## src/rtl/pic_pkg.sv

```systemverilog
// Shared constants for the 8259-style interrupt controller blocks.
package pic_pkg;

    localparam int unsigned NUM_IR   = 8;
    localparam int unsigned IR_IDX_W = $clog2(NUM_IR);

    localparam logic LTIM_EDGE  = 1'b0;
    localparam logic LTIM_LEVEL = 1'b1;

endpackage

```

## src/rtl/ir_sync.sv

```systemverilog
// Multi-flop synchroniser for the raw IR lines, plus a fill flag that marks
// when the chain output reflects real samples rather than reset contents.
module ir_sync #(
    parameter int unsigned WIDTH  = 8,
    parameter int unsigned STAGES = 2
) (
    input  logic             clk,
    input  logic             rst_n,
    input  logic [WIDTH-1:0] d,
    output logic [WIDTH-1:0] q,
    output logic             valid
);

    logic [WIDTH-1:0]  sync_q [STAGES];
    logic [WIDTH-1:0]  sync_d [STAGES];
    logic [STAGES-1:0] fill_q;
    logic [STAGES-1:0] fill_d;

    always_comb begin
        sync_d[0] = d;
        for (int unsigned s = 1; s < STAGES; s++) begin
            sync_d[s] = sync_q[s-1];
        end
        fill_d = {fill_q[STAGES-2:0], 1'b1};
    end

    always_ff @(posedge clk or negedge rst_n) begin
        if (!rst_n) begin
            for (int unsigned s = 0; s < STAGES; s++) begin
                sync_q[s] <= '0;
            end
            fill_q <= '0;
        end else begin
            for (int unsigned s = 0; s < STAGES; s++) begin
                sync_q[s] <= sync_d[s];
            end
            fill_q <= fill_d;
        end
    end

    assign q     = sync_q[STAGES-1];
    assign valid = fill_q[STAGES-1];

endmodule

```

## src/rtl/interrupt_request_unit.sv

```systemverilog
// IRR stage of the PIC: synchronises IR lines, detects edge/level requests,
// holds them in irr (frozen during INTA) and raises int_req for unmasked bits.
module interrupt_request_unit #(
    parameter int unsigned NUM_IR      = pic_pkg::NUM_IR,
    parameter int unsigned SYNC_STAGES = 2
) (
    input  logic                          clk,
    input  logic                          rst_n,
    input  logic [NUM_IR-1:0]             ir_in,
    input  logic                          ltim,
    input  logic                          icw1_wr,
    input  logic [NUM_IR-1:0]             imr,
    input  logic                          freeze,
    input  logic                          inta_ack,
    input  logic [pic_pkg::IR_IDX_W-1:0]  ack_id,
    output logic [NUM_IR-1:0]             irr,
    output logic                          int_req
);

    import pic_pkg::*;

    logic [NUM_IR-1:0] ir_s;
    logic              sync_vld;

    logic [NUM_IR-1:0] prev_q, prev_d;
    logic [NUM_IR-1:0] pend_q, pend_d;
    logic [NUM_IR-1:0] irr_q,  irr_d;
    logic              int_req_q, int_req_d;

    logic [NUM_IR-1:0] edge_det;
    logic [NUM_IR-1:0] ack_clr;

    ir_sync #(
        .WIDTH  (NUM_IR),
        .STAGES (SYNC_STAGES)
    ) u_ir_sync (
        .clk   (clk),
        .rst_n (rst_n),
        .d     (ir_in),
        .q     (ir_s),
        .valid (sync_vld)
    );

    always_comb begin
        ack_clr = '0;
        for (int unsigned i = 0; i < NUM_IR; i++) begin
            ack_clr[i] = inta_ack && (ack_id == IR_IDX_W'(i));
        end

        edge_det  = ir_s & ~prev_q;
        // Reset contents of the chain are not a real low: keep edge sense disarmed.
        prev_d    = sync_vld ? ir_s : '1;
        irr_d     = irr_q;
        pend_d    = pend_q;
        int_req_d = |(irr_q & ~imr);

        if (icw1_wr) begin
            irr_d     = '0;
            pend_d    = '0;
            int_req_d = 1'b0;
            prev_d    = '1;
        end else if (ltim == LTIM_LEVEL) begin
            pend_d = '0;
            irr_d  = (freeze ? irr_q : ir_s) & ~ack_clr;
        end else if (freeze) begin
            pend_d = pend_q | edge_det;
            irr_d  = irr_q & ~ack_clr;
        end else begin
            // An edge colliding with its own ack is parked in pend for one cycle.
            irr_d  = (irr_q | edge_det | pend_q) & ~ack_clr;
            pend_d = (pend_q | edge_det) & ack_clr;
        end
    end

    always_ff @(posedge clk or negedge rst_n) begin
        if (!rst_n) begin
            prev_q    <= '1;
            pend_q    <= '0;
            irr_q     <= '0;
            int_req_q <= 1'b0;
        end else begin
            prev_q    <= prev_d;
            pend_q    <= pend_d;
            irr_q     <= irr_d;
            int_req_q <= int_req_d;
        end
    end

    assign irr     = irr_q;
    assign int_req = int_req_q;

endmodule

```

## config.mk

```make
export PLATFORM = sky130hd
export DESIGN_NAME = interrupt_request_unit
export DESIGN_NICKNAME = d
export VERILOG_FILES = /design/src/rtl/pic_pkg.sv /design/src/rtl/ir_sync.sv /design/src/rtl/interrupt_request_unit.sv
export SDC_FILE = /design/constraint.sdc
export NUM_CORES = 1
export LEC_CHECK = 0
export BUFFER_PORTS_ARGS = -buffer_cell sky130_fd_sc_hd__buf_2
export CORE_UTILIZATION = 30
export CTS_CLUSTER_DIAMETER = 40
export DETAILED_ROUTE_END_ITERATION = 6
export SLEW_MARGIN = 5
export SYNTH_ARGS = -nofsm -noshare
export SYNTH_HDL_FRONTEND = slang
export SYNTH_SLANG_ARGS = --single-unit
```

## constraint.sdc

```tcl
create_clock -name clk -period 3.2 [get_ports clk]
set_input_delay 0.32 -clock clk [delete_from_list [all_inputs] [get_ports clk]]
set_output_delay 0.32 -clock clk [all_outputs]
set_load 0.05 [all_outputs]
```

==> results.md <==
- Via Count: between 1000 and 1500
- # IOs: 34
- DRT iter0 DRCs: 63
- # rows: 27
- Synth area leaders: dfrtp_1, dfstp_2, nor2b_1
- Clk_lat worst skew: between 0.2 and 0.3 ns
- Hold Startpoint: ir_in[5]
- Synth cell count leaders: dfrtp_1, nor2_1, nor2b_1
- Share of the synthesized area in the top cell type: between 40% and 50%
- Vias per inst: 4.64
- Syn Std Cell Area: ~1800 sq um
- Sequential area share after synthesis: approximately 61%
- Clock Skew: 0.00451 ns
- Synth warn: 0
- Leakage: 1.01 nW
- Setup crit end kind: flop
- Synthesized area per cell: 12.0 sq um
- Worst hold endpoint: u_ir_sync.sync_d[5]
- CTS sink cnt: 43
- Peak supply drop: 0.239 mV
- Crit path largest cell delay: between 0.6 and 0.7 ns
- Syn Nets: approximately 170
- Reg2reg end: int_req
- DRC Markers: 0
- Vias in the first global route: roughly 1100
- CTS root buffer: clkbuf_8
- Routed Antenna Nets: 0
- Largest net degree at the start of global routing: between 40 and 50
- Register-to-Register Setup Slack: ~1.8 ns
- Initial Util: a little under a third
- CTS tree: done
- Reg2Reg Depth: 3
- Die footprint: ~6200 sq um
- FILL cells: 591
- First-pass GRT wire length: between 5000 and 6000 um
- Clock period minus final worst setup slack: 1.44 ns
- PortBufs: 33
- CORE AREA: ~5600 sq um
- CP required: 3.35 ns
- Period utilization: between 40% and 50%
- Cells resized by post-CTS repair: 0
- Max Transition Viols Final: 0
- Layout cell share with drive strength beyond 1: about a third
- Worst relative slew slack: a little under two fifths
- Pwr dens: 524 nW/um^2
- Number of max-cap violations: 0
- Area grow syn2layout: 16.6%
- Reg area: about 1100 sq um
- Most frequent cell after synthesis: dfrtp_1
- Post-CTS Setup Inserts: 0
- Hold Crit Depth: 1
- Post-synth EDFFs: 0
- Die width: between 70 and 80 um
- Worst slew pin tran: between 0.9 and 1 ns
- Detailed placement HPWL: ~2300 um
- Ys async rst share: 100%
- WL/cell: 13.0 um
- Final setup vio count: 0
- Grt ovf: 0
- FF-to-FF Start: irr[0]
- Flip-flop and latch count after synthesis: 43
- Ordered list of cells on the worst path: nor2b_1 > a2111oi_0 > a31oi_1
- CP startpoint kind: flop
- Critical Path AT: between 1.5 and 2 ns
- Crit path kind: reg -> reg
- TritonCTS Buffers: 5
- Fin nets: slightly above 200
- GRT Util Overall: between 10% and 20%
- Most common flop cell mapped by yosys: dfrtp_1
- Clock slew seen by the registers of the worst setup and hold paths: roughly 0.080 ns
- Footprint of the multi-input gates: 598 sq um
- Dominant cell type by area after synthesis: dfrtp_1
- Achievable Freq: 694 MHz
- First-pass DRT Iterations: 4
- Initial antenna violation count: 0
- Worst-path fanout max: 3
- RSZ-0062 raised after global routing: no
- Largest buffer count on any clock path: 2
- # H-tree levels: 2
- Synth cell types: 29
- Status: complete, no violations
- Setup TNS: 0 ns
- Mapped Cells: 148
- Diodes inserted: 0
- Worst hold path class: in -> reg
- Post-CTS Hold Buffers: 0
- Slowest CP cell: a2111oi_0
- GPL Wtd Cong: ~0.71
- Final wirelength: roughly 3300 um
- Worst Hold Slack: around 0.13 ns
- Design Power: 1.08 mW
- Die height: ~79 um
- Endpoints failing hold: 0
==> layout make-up <==
| type | count | area share, % |
|---|---|---|
| flip-flops and latches | 43 | 52.5 |
| multi-input cells | 89 | 28.9 |
| repair buffers | 33 | 7.98 |
| clock buffers | 8 | 4.84 |
| well taps | 72 | 4.35 |
| inverters | 8 | 1.45 |
==> registers in the layout, indices dropped and copies added (netlist names) <==
signal            cells
u_ir_sync.sync_d      8
irr                   8
u_ir_sync.fill_q      2
int_req               1
u_ir_sync.q           8
prev_q                8
pend_q                8
==> per-layer routing <==
metal | global-route usage [%] | share of wire [%] | vias up
li1 | - | - | 576
met1 | 16.5 | 50 | 564
met2 | 17.0 | 44 | 28
met3 | 4.14 | 5.1 | 6
met4 | 4.91 | 1.3 | 0
met5 | 0 | 0 | -
==> how the worst max path moves through the flow <==
stage          startpoint      end  slack [ns]  depth (start not counted)
6_report           irr[0]  int_req        1.76                          3
5_1_grt            irr[0]  int_req        1.65                          3
4_1_cts            irr[0]  int_req        1.68                          3
3_5_place_dp       irr[0]  int_req        1.69                          3
3_3_place_gp       irr[0]  int_req        1.68                          3
2_1_floorplan      irr[0]  int_req        1.85                          3
==> logic make-up after synthesis <==
kind of cell	Yosys count	synth area share (%)
AO/OA/AOI/OAI	42	18.6
buffers and inverters	16	5.14
flip-flops	43	61.2
other	1	0.211
AND/OR/NAND/NOR	46	14.9
==> critical path, delay by kind of cell, from the launching register on <==
kind / cells / cell delay [ns]
DFF: 1 / 0.39
and+or+nand+nor: 1 / 0.13
AOI/OAI and AO/OA: 2 / 0.78
==> where the power goes <==
group          switching, mW  total (mW)  internal (mW)  leakage [nW]
combinational         0.0875       0.131         0.0435         0.432
clock                  0.174       0.371          0.197        0.0515
sequential            0.0112       0.582          0.571         0.525
total                  0.273        1.08          0.811          1.01
==> cell usage in the layout (no fill, tap or decap), types with 2 or more instances in the layout <==
| master | n |
|---|---|
| a31oi_1 | 5 |
| o21bai_1 | 8 |
| and4bb_1 | 2 |
| nand2_1 | 3 |
| a211oi_1 | 3 |
| a31o_2 | 4 |
| dfstp_2 | 8 |
| nor2b_1 | 15 |
| inv_1 | 8 |
| o221a_2 | 3 |
| a21oi_2 | 3 |
| clkbuf_8 | 7 |
| a211o_1 | 3 |
| dfrtp_1 | 35 |
| o21ai_0 | 5 |
| a22oi_1 | 2 |
| nand2b_1 | 6 |
| buf_2 | 33 |
| nor2_1 | 18 |
==> through the flow <==
stage                     instances  util [%]  worst slack (ns)  area (sq um)
after global routing            253      36.9              1.65          2070
after floorplan                 148         -              1.85          1780
after detailed placement        245      35.1              1.69          1970
after global placement          245      35.1              1.68          1970
final                           253      36.9              1.76          2070
after CTS                       253      36.9              1.68          2070
(Power assumes the default switching activity.)
